File: src/rtl/table_loader.sv
// Streams table entries from a valid/ready input into a RAM write port, addresses 0..DEPTH-1.
// Define TABLE_LOADER_CKSUM_EN to build the running checksum of written entries; otherwise cksum is 0.
module table_loader #(
  parameter int WIDTH = 8,
  parameter int DEPTH = 64
) (
  input  logic                       clk,
  input  logic                       rst,
  input  logic                       start,
  input  logic                       abort,
  input  logic                       s_valid,
  input  logic [WIDTH-1:0]           s_data,
  output logic                       s_ready,
  output logic                       wr_en,
  output logic [$clog2(DEPTH)-1:0]   wr_addr,
  output logic [WIDTH-1:0]           wr_data,
  output logic                       busy,
  output logic                       done,
  output logic [$clog2(DEPTH+1)-1:0] count,
  output logic [WIDTH-1:0]           cksum
);

  localparam int AW = $clog2(DEPTH);
  localparam int CW = $clog2(DEPTH + 1);
  localparam logic [AW-1:0] LAST = AW'(DEPTH - 1);

  typedef enum logic [1:0] {IDLE, LOAD, DONE} state_t;

  state_t        state;
  state_t        state_next;
  logic [AW-1:0] ptr;
  logic          handshake;
  logic          accept;
  logic          begin_load;

  assign s_ready    = (state == LOAD);
  assign busy       = (state != IDLE);
  assign done       = (state == DONE);
  assign handshake  = s_valid && s_ready;
  // An entry offered in the abort cycle is dropped.
  assign accept     = handshake && !abort;
  assign begin_load = (state == IDLE) && start;

  // NOTE: sequential state uses non-blocking assignments so every register samples pre-edge values.
  always_ff @(posedge clk) begin
    if (rst) state <= IDLE;
    else     state <= state_next;
  end

  // NOTE: state_next gets a default before the case so no path leaves it unassigned (no latch).
  always_comb begin
    state_next = state;
    case (state)
      IDLE: if (start) state_next = LOAD;
      LOAD: begin
        if (abort)                      state_next = IDLE;
        else if (handshake && ptr == LAST) state_next = DONE;
      end
      DONE:    state_next = IDLE;
      default: state_next = IDLE;
    endcase
  end

  always_ff @(posedge clk) begin
    if (rst) begin
      ptr     <= '0;
      count   <= '0;
      wr_en   <= 1'b0;
      wr_addr <= '0;
      wr_data <= '0;
    end else begin
      wr_en <= accept;
      if (begin_load) begin
        ptr   <= '0;
        count <= '0;
      end else if (accept) begin
        wr_addr <= ptr;
        wr_data <= s_data;
        count   <= count + CW'(1);
        // The final handshake moves the FSM to DONE; the pointer parks at LAST.
        if (ptr != LAST) ptr <= ptr + AW'(1);
      end
    end
  end

`ifdef TABLE_LOADER_CKSUM_EN
  always_ff @(posedge clk) begin
    if (rst)             cksum <= '0;
    else if (begin_load) cksum <= '0;
    else if (accept)     cksum <= cksum + s_data;
  end
`else
  assign cksum = '0;
`endif

endmodule

File: config.mk
export PLATFORM = sky130hd
export DESIGN_NAME = table_loader
export DESIGN_NICKNAME = d
export VERILOG_FILES = /design/src/rtl/table_loader.sv
export SDC_FILE = /design/constraint.sdc
export NUM_CORES = 1
export LEC_CHECK = 0
export BUFFER_PORTS_ARGS = -buffer_cell sky130_fd_sc_hd__buf_2
export CORE_MARGIN = 10
export CORE_UTILIZATION = 52
export DETAILED_ROUTE_END_ITERATION = 6
export GPL_ROUTABILITY_DRIVEN = 0
export PLACE_DENSITY = 0.82
export SLEW_MARGIN = 20
export SYNTH_ARGS = -nofsm -noshare
export SYNTH_HDL_FRONTEND = slang
export SYNTH_SLANG_ARGS = --single-unit
File: constraint.sdc
create_clock -name clk -period 3.04 [get_ports clk]
set_input_delay 0.304 -clock clk [delete_from_list [all_inputs] [get_ports clk]]
set_output_delay 0.304 -clock clk [all_outputs]
set_load 0.03 [all_outputs]
==> results of run 1 <==
[layout make-up]
class                      instances  area, um2  area share, %
clock buffer                       7       55.1           3.57
timing repair buffer              38        193           12.5
tap                               30       37.5           2.43
inverter                           2       7.51          0.487
multi-input combinational        116        644           41.8
sequential                        30        601           38.9
clock inverter                     1       5.00          0.324
[power breakdown]
part           internal [mW]  switching (mW)
logic                 0.0197          0.0493
registers              0.397         0.00418
clock network          0.112           0.131
[metrics by stage]
step | instances | cell area (um2) | hold WS, ps
finish | 224 | 1540 | 212
CTS | 224 | 1540 | 211
detailed placement | 216 | 1480 | 447
global route | 224 | 1540 | 209
global placement | 216 | 1480 | 442
floorplan | 167 | 1360 | 440
[state kept, by name, summed over array words and instances (netlist names)]
register / cells
wr_data: 8
count: 7
ptr: 6
wr_addr: 6
state: 2
wr_en: 1
[per-layer routing]
layer / global-route usage [%] / share of wire [%]
met1: 11.2 / 37
met2: 22.6 / 56
met3: 4.60 / 6.8
met4: 4.30 / 0.95
met5: 0 / 0
[synthesized netlist by cell type, types with 2 or more instances]
cell	number
sky130_fd_sc_hd__or3b_1	3
sky130_fd_sc_hd__or4_1	2
sky130_fd_sc_hd__o21ai_1	3
sky130_fd_sc_hd__buf_2	7
sky130_fd_sc_hd__inv_1	2
sky130_fd_sc_hd__buf_4	8
sky130_fd_sc_hd__ha_1	2
sky130_fd_sc_hd__nand3_1	5
sky130_fd_sc_hd__dfxtp_1	30
sky130_fd_sc_hd__nand2_1	34
sky130_fd_sc_hd__or3_1	3
sky130_fd_sc_hd__o31ai_1	2
sky130_fd_sc_hd__nor2_1	4
sky130_fd_sc_hd__mux2i_1	3
sky130_fd_sc_hd__and3_1	3
sky130_fd_sc_hd__a21oi_1	22
sky130_fd_sc_hd__nand3b_1	4
sky130_fd_sc_hd__a41oi_1	2
sky130_fd_sc_hd__a211oi_1	4
sky130_fd_sc_hd__clkbuf_1	4
[worst paths after layout]
path / from / to / cells past startpoint
max: state[0] / count[4] / 4
min: s_data[0] / wr_data[0] / 3
max reg2reg: state[0] / count[4] / 4
min reg2reg: wr_data[7] / wr_data[7] / 2
[tightest hold or removal path, cell delays in order]
cell	delay [ps]
sky130_fd_sc_hd__buf_2	90
sky130_fd_sc_hd__nand2_1	50
sky130_fd_sc_hd__a21oi_1	50
[kinds of logic (layout without fill, tap and decap cells)]
| group | count (synthesis) | after routing | share of synthesized area, % |
|---|---|---|---|
| buf+inv | 21 | 48 | 8.80 |
| mux | 3 | 3 | 2.25 |
| fa+ha+maj | 2 | 2 | 1.87 |
| other cells | 1 | 8 | 0.281 |
| compound gates | 36 | 36 | 15.9 |
| xor+xnor | 1 | 1 | 0.656 |
| flops | 30 | 30 | 44.9 |
| simple gates | 66 | 66 | 25.3 |
==> flow_metrics.tcl, run 1 <==
set metrics [dict create \
    outcome "finished, final reports clean" \
    finalCoreUtilization_pct 62.8 \
    timing.final.ws_setup_ps 1020 \
    finalSetupViolations 0 \
    clkLatencyLatePin_ps 320 \
    holdCritPathClass "input port to flip-flop" \
    grt_ovf 0 \
    synth_top_area_share_pct 44.9 \
    routed_wl_mm 3.06 \
    tns_ps 0 \
    worst-slew-pin-transition_ps 686 \
    htree_num_levels 2 \
    postCtsHoldBufs 0 \
    first_global_vias 1165 \
    grt_pass1_wl_mm 5.12 \
    ys_async_sr_fraction_pct 0 \
    worst_ir_drop_vdd_v 0.000327 \
    synth-edff-count 0 \
    worst_path_clk_slew_ps 90 \
    path_buf_inv 1 \
    required_ps 3300 \
    post_synth_instance_area_um2 1340 \
    root_buffer_master "sky130_fd_sc_hd__clkbuf_4" \
    fillerInstances 232 \
    hpwl_after_detailed_placement_mm 2.33 \
    clockBufferDepth 2 \
    die-area_um2 5000 \
    critical_path_peak_fanout 17 \
    antenna_violating_nets_post_route 0 \
    drive_gt1_share_pct 23.7 \
    wl_per_cell_um 13.7 \
    syn2layout_area_growth_pct 15.4 \
    netlist_instances 160 \
    post_synth_main_area_contributors "sky130_fd_sc_hd__dfxtp_1, sky130_fd_sc_hd__nand2_1, sky130_fd_sc_hd__a21oi_1" \
    maxSlewHeadroom_pct 54.0 \
    p_total_mw 0.714 \
    initialDrtViolationCount 58 \
    timing.final.max_slew_violations 0 \
    pin_count 46 \
    post_cts_resized 0 \
    reg2reg_setup_slack_ps 1020 \
    layout_commonest_cell "sky130_fd_sc_hd__buf_2" \
    synth_ff_type "sky130_fd_sc_hd__dfxtp_1" \
    pin_count_of_the_biggest_net_entering_global_routing 25 \
    count_of_different_cell_masters_after_synthesis 33 \
    static-leakage-power_nw 0.648 \
    tritoncts "built" \
    start_kind "flip-flop" \
    fmax_mhz 496 \
    timing.critical_path.arrival_ps 2270 \
    synth.yosys.seq_area_share_pct 44.9 \
    gr-usage-all-layers_pct 11.9 \
    buffer_ports.inserted 37 \
    power_density_nw_per_um2 463 \
    cp-end-kind "flip-flop" \
    cp_top_family "simple AND/OR/NAND/NOR gates" \
    die_w_um 70.7 \
    initial_core_util_pct 54.4 \
    drc_errors 0 \
    final.setup_skew_ps 5.72 \
    dp_slack_ps 979 \
    antenna_cells 0 \
    commonest_non_fill_non_tap_cells_in_the_layout "sky130_fd_sc_hd__buf_2, sky130_fd_sc_hd__nand2_1, sky130_fd_sc_hd__dfxtp_1" \
    period_share_pct 66.4 \
    fin_crit_ps 2020 \
    die_height_um 70.7 \
    std_cell_rows 18 \
    synth_area_per_cell_um2 8.35 \
    critical-path-slowest-cell "sky130_fd_sc_hd__nand4bb_1" \
    routed_via_density 5.39 \
    first_pass_iters 4 \
    crit_type "flip-flop to flip-flop" \
    critical-path-max-stage-delay_ps 590 \
    yosys_register_bits 30 \
    timing.final.hold_violations 0 \
    final_nets 208 \
    ys.warnings.count 0 \
    cap_viol_max_count 0 \
    core_region_area_um2 2450 \
    initial_antenna_violation_count 0 \
    grt_setup_unrepaired "false" \
    routed_via_count 1208 \
    postCtsSetupRepairBufs 0 \
    synth_top_area_cell "sky130_fd_sc_hd__dfxtp_1" \
    tritoncts.num_buffers 5 \
    tritoncts_num_sinks 30 \
    crit_chain "nand4bb_1, buf_4, or3_1, a21oi_1" \
]
(Power assumes the default switching activity.)
==> inputs of run 2 (changes only) <==
--- a/config.mk
+++ b/config.mk
@@ -7,10 +7,10 @@
 export LEC_CHECK = 0
 export BUFFER_PORTS_ARGS = -buffer_cell sky130_fd_sc_hd__buf_2
 export CORE_MARGIN = 10
-export CORE_UTILIZATION = 52
+export CORE_UTILIZATION = 49
 export DETAILED_ROUTE_END_ITERATION = 6
 export GPL_ROUTABILITY_DRIVEN = 0
-export PLACE_DENSITY = 0.82
+export PLACE_DENSITY = 0.78
 export SLEW_MARGIN = 20
 export SYNTH_ARGS = -nofsm -noshare
 export SYNTH_HDL_FRONTEND = slang
==> constraint.sdc (replaced) <==
create_clock -name clk -period 1.9 [get_ports clk]
set_input_delay 0.19 -clock clk [delete_from_list [all_inputs] [get_ports clk]]
set_output_delay 0.19 -clock clk [all_outputs]
set_load 0.03 [all_outputs]
==> run 2 against run 1 <==
- global-route usage is 0.34 points higher
- combinational power is 64% higher
- core utilization is 1.5 points lower
- highest routed layer is now met3
- largest power group unchanged
- worst setup slack worse by 720 ps
- final cell count is 0.89% higher
==> flow_metrics.tcl, run 2 (same netlist as run 1, synthesis figures left out) <==
set metrics [dict create \
    required_ps 2140 \
    buffer_ports.inserted 37 \
    fin_crit_ps 1600 \
    antenna_violating_nets_post_route 0 \
    cap_viol_max_count 0 \
    worst_path_clk_slew_ps 100 \
    tritoncts.num_buffers 5 \
    postCtsHoldBufs 0 \
    post_cts_resized 0 \
    routed_wl_mm 3.18 \
    pin_count 46 \
    antenna_cells 0 \
    routed_via_count 1214 \
    met3RoutedLength_um 204 \
    die-area_um2 5220 \
    max_ffs_per_register 8 \
    std_cell_rows 18 \
    syn2layout_area_growth_pct 16.9 \
    clockBufferDepth 2 \
    outcome "finished, final reports clean" \
    finalSetupViolations 0 \
    htree_num_levels 2 \
    postCtsSetupRepairBufs 0 \
    routed_via_density 5.37 \
    grt_ovf 0 \
    final.setup_skew_ps 9.40 \
    tritoncts "built" \
    clkLatencyLatePin_ps 320 \
    first_pass_iters 4 \
    critical-path-slowest-cell "sky130_fd_sc_hd__dfxtp_1" \
    p_total_mw 1.15 \
    final-instance-count-excl-fill 226 \
    core_region_area_um2 2540 \
    start_kind "flip-flop" \
    gr-usage-all-layers_pct 12.2 \
    initial_core_util_pct 52.5 \
    fin_area_um2 1560 \
    dp_slack_ps 321 \
    initial_antenna_violation_count 0 \
    initialDrtViolationCount 39 \
    final_nets 210 \
    placed_cells 218 \
    timing.final.ws_setup_ps 305 \
    first_global_vias 1206 \
    root_buffer_master "sky130_fd_sc_hd__clkbuf_4" \
    cp-end-kind "flip-flop" \
    period_share_pct 84.0 \
    largestRegisters "wr_data x8, count x7" \
    highest_layer "met3" \
    worst_ir_drop_vdd_v 0.000680 \
    critical_path_peak_fanout 12 \
    pin_count_of_the_biggest_net_entering_global_routing 25 \
    crit_chain "nand4bb_1, buf_4, a31oi_1, mux2i_1" \
    regMostFlops "wr_data" \
    placed_cell_areas_um2 1500 \
    static-leakage-power_nw 0.657 \
    timing.critical_path.arrival_ps 1840 \
    timing.final.max_slew_violations 0 \
    layout_commonest_cell "sky130_fd_sc_hd__buf_2" \
    timing.final.hold_violations 0 \
    wl_met1_mm 1.24 \
    drive_gt1_share_pct 25.0 \
    drc_errors 0 \
    tritoncts_num_sinks 30 \
    hpwl_after_detailed_placement_mm 2.42 \
    wl_met2_mm 1.74 \
    power_density_nw_per_um2 734 \
    crit_type "flip-flop to flip-flop" \
    wl_per_cell_um 14.1 \
    tns_ps 0 \
    fmax_mhz 627 \
    die_height_um 72.2 \
    grt_pass1_wl_mm 5.29 \
    critical-path-max-stage-delay_ps 460 \
    commonest_non_fill_non_tap_cells_in_the_layout "sky130_fd_sc_hd__buf_2, sky130_fd_sc_hd__nand2_1, sky130_fd_sc_hd__dfxtp_1" \
    die_w_um 72.2 \
    grt_setup_unrepaired "false" \
    holdCritPathClass "input port to flip-flop" \
]
[run 2: cell types whose count changed in the layout (fill, tap and decap cells not counted), sizes merged]
cell / previous run / this run
clkinvlp: 0 / 1
clkbuf: 7 / 6
buf: 38 / 40
[run 2: critical path: cells and delay by family, from the launching register on]
kind	cells	cell delay (ps)
flip-flops	1	460
buffers and inverters	1	280
multiplexers	1	230
AO/OA/AOI/OAI	1	270
AND/OR/NAND/NOR	1	280
[run 2: layout make-up]
type	count	area [um2]
Fill cell	234	983
Clock buffer	6	51.3
Sequential cell	30	601
Timing Repair Buffer	40	208
Tap cell	30	37.5
Inverter	2	7.51
Clock inverter	2	12.5
Multi-Input combinational cell	116	644
[run 2: report_power, final]
part           switching [mW]  leakage, nW  internal, mW
registers             0.00719        0.242         0.636
logic                  0.0797        0.380        0.0333
clock network           0.211       0.0343         0.178
[run 2: path summary, 6_finish.rpt]
check | startpoint | end | slack [ps] | cells after the start
max | state[0] | ptr[1] | 300 | 4
min | s_data[3] | wr_data[3] | 100 | 3
max reg2reg | state[0] | ptr[1] | 300 | 4
min reg2reg | wr_data[3] | wr_data[3] | 460 | 2
[run 2: metrics by stage]
step | utilization (%) | hold WS (ps)
detailed placement | 58.8 | 441
floorplan | - | 326
CTS | 61.4 | 91.0
finish | 61.4 | 100
global placement | 58.8 | 433
global route | 61.4 | 81.6
[run 2: per-layer routing]
metal / up-vias / GRT usage (%)
met5: - / 0
met4: 0 / 2.58
met3: 0 / 5.31
met2: 36 / 23.8
met1: 569 / 11.3
li1: 609 / -
==> inputs of run 3 (changes only) <==
==> constraint.sdc (replaced) <==
create_clock -name clk -period 1.5 [get_ports clk]
set_input_delay 0.15 -clock clk [delete_from_list [all_inputs] [get_ports clk]]
set_output_delay 0.15 -clock clk [all_outputs]
set_load 0.03 [all_outputs]
==> run 3 against run 2 <==
- core utilization rose by 1.6 points
- worst setup slack got worse by 250 ps
- highest routed layer is now met4
- die area did not move
==> flow_metrics.tcl, run 3 (same netlist as run 1, synthesis figures left out) <==
set metrics [dict create \
    initialDrtViolationCount 53 \
    routed_wl_mm 3.15 \
    fin_crit_ps 1440 \
    core_region_area_um2 2540 \
    pin_count 46 \
    die-area_um2 5220 \
    fin_area_um2 1600 \
    p_total_mw 1.47 \
    timing.final.ws_setup_ps 58.2 \
    largestRegisters "wr_data x8, count x7" \
    first_global_vias 1179 \
    wl_per_cell_um 13.8 \
    worst_path_clk_slew_ps 90 \
    initial_antenna_violation_count 0 \
    required_ps 1350 \
    grt_setup_unrepaired "false" \
    layout_commonest_cell "sky130_fd_sc_hd__buf_2" \
    placed_cell_areas_um2 1510 \
    rr_startpoint "state[0]" \
    timing.final.max_slew_violations 0 \
    crit_start "state[0]" \
    die_w_um 72.2 \
    buffer_ports.inserted 37 \
    final_nets 212 \
    power_density_nw_per_um2 917 \
    routed_via_density 5.31 \
    tritoncts_num_sinks 30 \
    gr-usage-all-layers_pct 11.8 \
    holdCritPathClass "input port to flip-flop" \
    commonest_non_fill_non_tap_cells_in_the_layout "sky130_fd_sc_hd__buf_2, sky130_fd_sc_hd__nand2_1, sky130_fd_sc_hd__dfxtp_1" \
    depth_of_the_worst_register_to_register_path 3 \
    tns_ps 0 \
    syn2layout_area_growth_pct 19.9 \
    reg2reg_setup_slack_ps 80 \
    worst_ir_drop_vdd_v 0.000681 \
    htree_num_levels 2 \
    finalSetupViolations 0 \
    die_height_um 72.2 \
    first_pass_iters 4 \
    max_ffs_per_register 8 \
    cp-end-kind "primary output" \
    start_kind "flip-flop" \
    static-leakage-power_nw 0.669 \
    grt_pass1_wl_mm 5.06 \
    outcome "finished, final reports clean" \
    grt_ovf 0 \
    routed_via_count 1211 \
    crit_type "flip-flop to primary output" \
    final.setup_skew_ps 3.42 \
    antenna_violating_nets_post_route 0 \
    finalCoreUtilization_pct 63.0 \
    timing.critical_path.arrival_ps 1290 \
    clockBufferDepth 2 \
    dp_slack_ps 31.7 \
    drc_errors 0 \
    hpwl_after_detailed_placement_mm 2.40 \
    postCtsHoldBufs 0 \
    clkLatencyLatePin_ps 330 \
    timing.final.hold_violations 0 \
    worstReg2RegEnd "count[4]" \
    critical_path_peak_fanout 6 \
    tritoncts "built" \
    drive_gt1_share_pct 27.3 \
    tritoncts.num_buffers 5 \
    initial_core_util_pct 52.5 \
    timing.critical_path.to "busy" \
    pin_count_of_the_biggest_net_entering_global_routing 25 \
    period_share_pct 96.1 \
    root_buffer_master "sky130_fd_sc_hd__clkbuf_4" \
    fmax_mhz 694 \
    antenna_cells 0 \
    regMostFlops "wr_data" \
    std_cell_rows 18 \
    cap_viol_max_count 0 \
]
run 3: cell count changes in the layout (fill, tap and decap cells not counted), sizes merged:
| cell | change |
|---|---|
| buf | +2 |
| clkbuf | +1 |
| clkinvlp | -1 |
run 3: final cells by class:
| cell class | instances | area (um2) |
|---|---|---|
| timing repair buffer | 42 | 226 |
| sequential | 30 | 602 |
| multi-input combinational | 116 | 669 |
| clock inverter | 1 | 5.00 |
| clock buffer | 7 | 55.1 |
| fill | 214 | 942 |
| inverter | 2 | 7.51 |
| tap | 30 | 37.5 |
run 3: critical path: stages, from the launching register on:
cell and delay [ps]:
sky130_fd_sc_hd__dfxtp_2 350, sky130_fd_sc_hd__buf_4 150, sky130_fd_sc_hd__or2_2 280, sky130_fd_sc_hd__buf_2 180
run 3: layer usage:
layer / global-route usage, % / vias up / part of all wire [%]
li1: - / 614 / -
met1: 11.1 / 555 / 39
met2: 21.5 / 33 / 52
met3: 5.31 / 9 / 6.3
met4: 4.73 / 0 / 2.3
met5: 0 / - / 0
run 3: power breakdown:
group	internal, mW	switching, mW	total (mW)	leakage [nW]
clock network	0.227	0.276	0.503	0.0353
logic	0.0487	0.104	0.153	0.391
registers	0.806	0.00813	0.814	0.243
total	1.08	0.388	1.47	0.669
run 3: how the worst min path moves through the flow:
stage / start / end / slack, ps / cells past startpoint
2_1_floorplan: s_data[0] / wr_data[0] / 290 / 2
3_3_place_gp: s_data[1] / wr_data[1] / 390 / 3
3_5_place_dp: s_data[1] / wr_data[1] / 400 / 3
4_1_cts: s_data[1] / wr_data[1] / 40 / 3
5_1_grt: s_data[4] / wr_data[4] / 50 / 3
6_report: s_data[1] / wr_data[1] / 50 / 3
run 3: metrics by stage:
stage | hold slack (ps) | cells
finish | 48.9 | 228
global route | 47.7 | 228
CTS | 37.7 | 228
detailed placement | 398 | 220
global placement | 393 | 220
floorplan | 286 | 167
run 3: timing repair:
action	in CTS	in global routing
endpoints found under the setup margin	0	7
resized for setup	0	6
hold endpoints to repair	0	0
buffers inserted	0	0
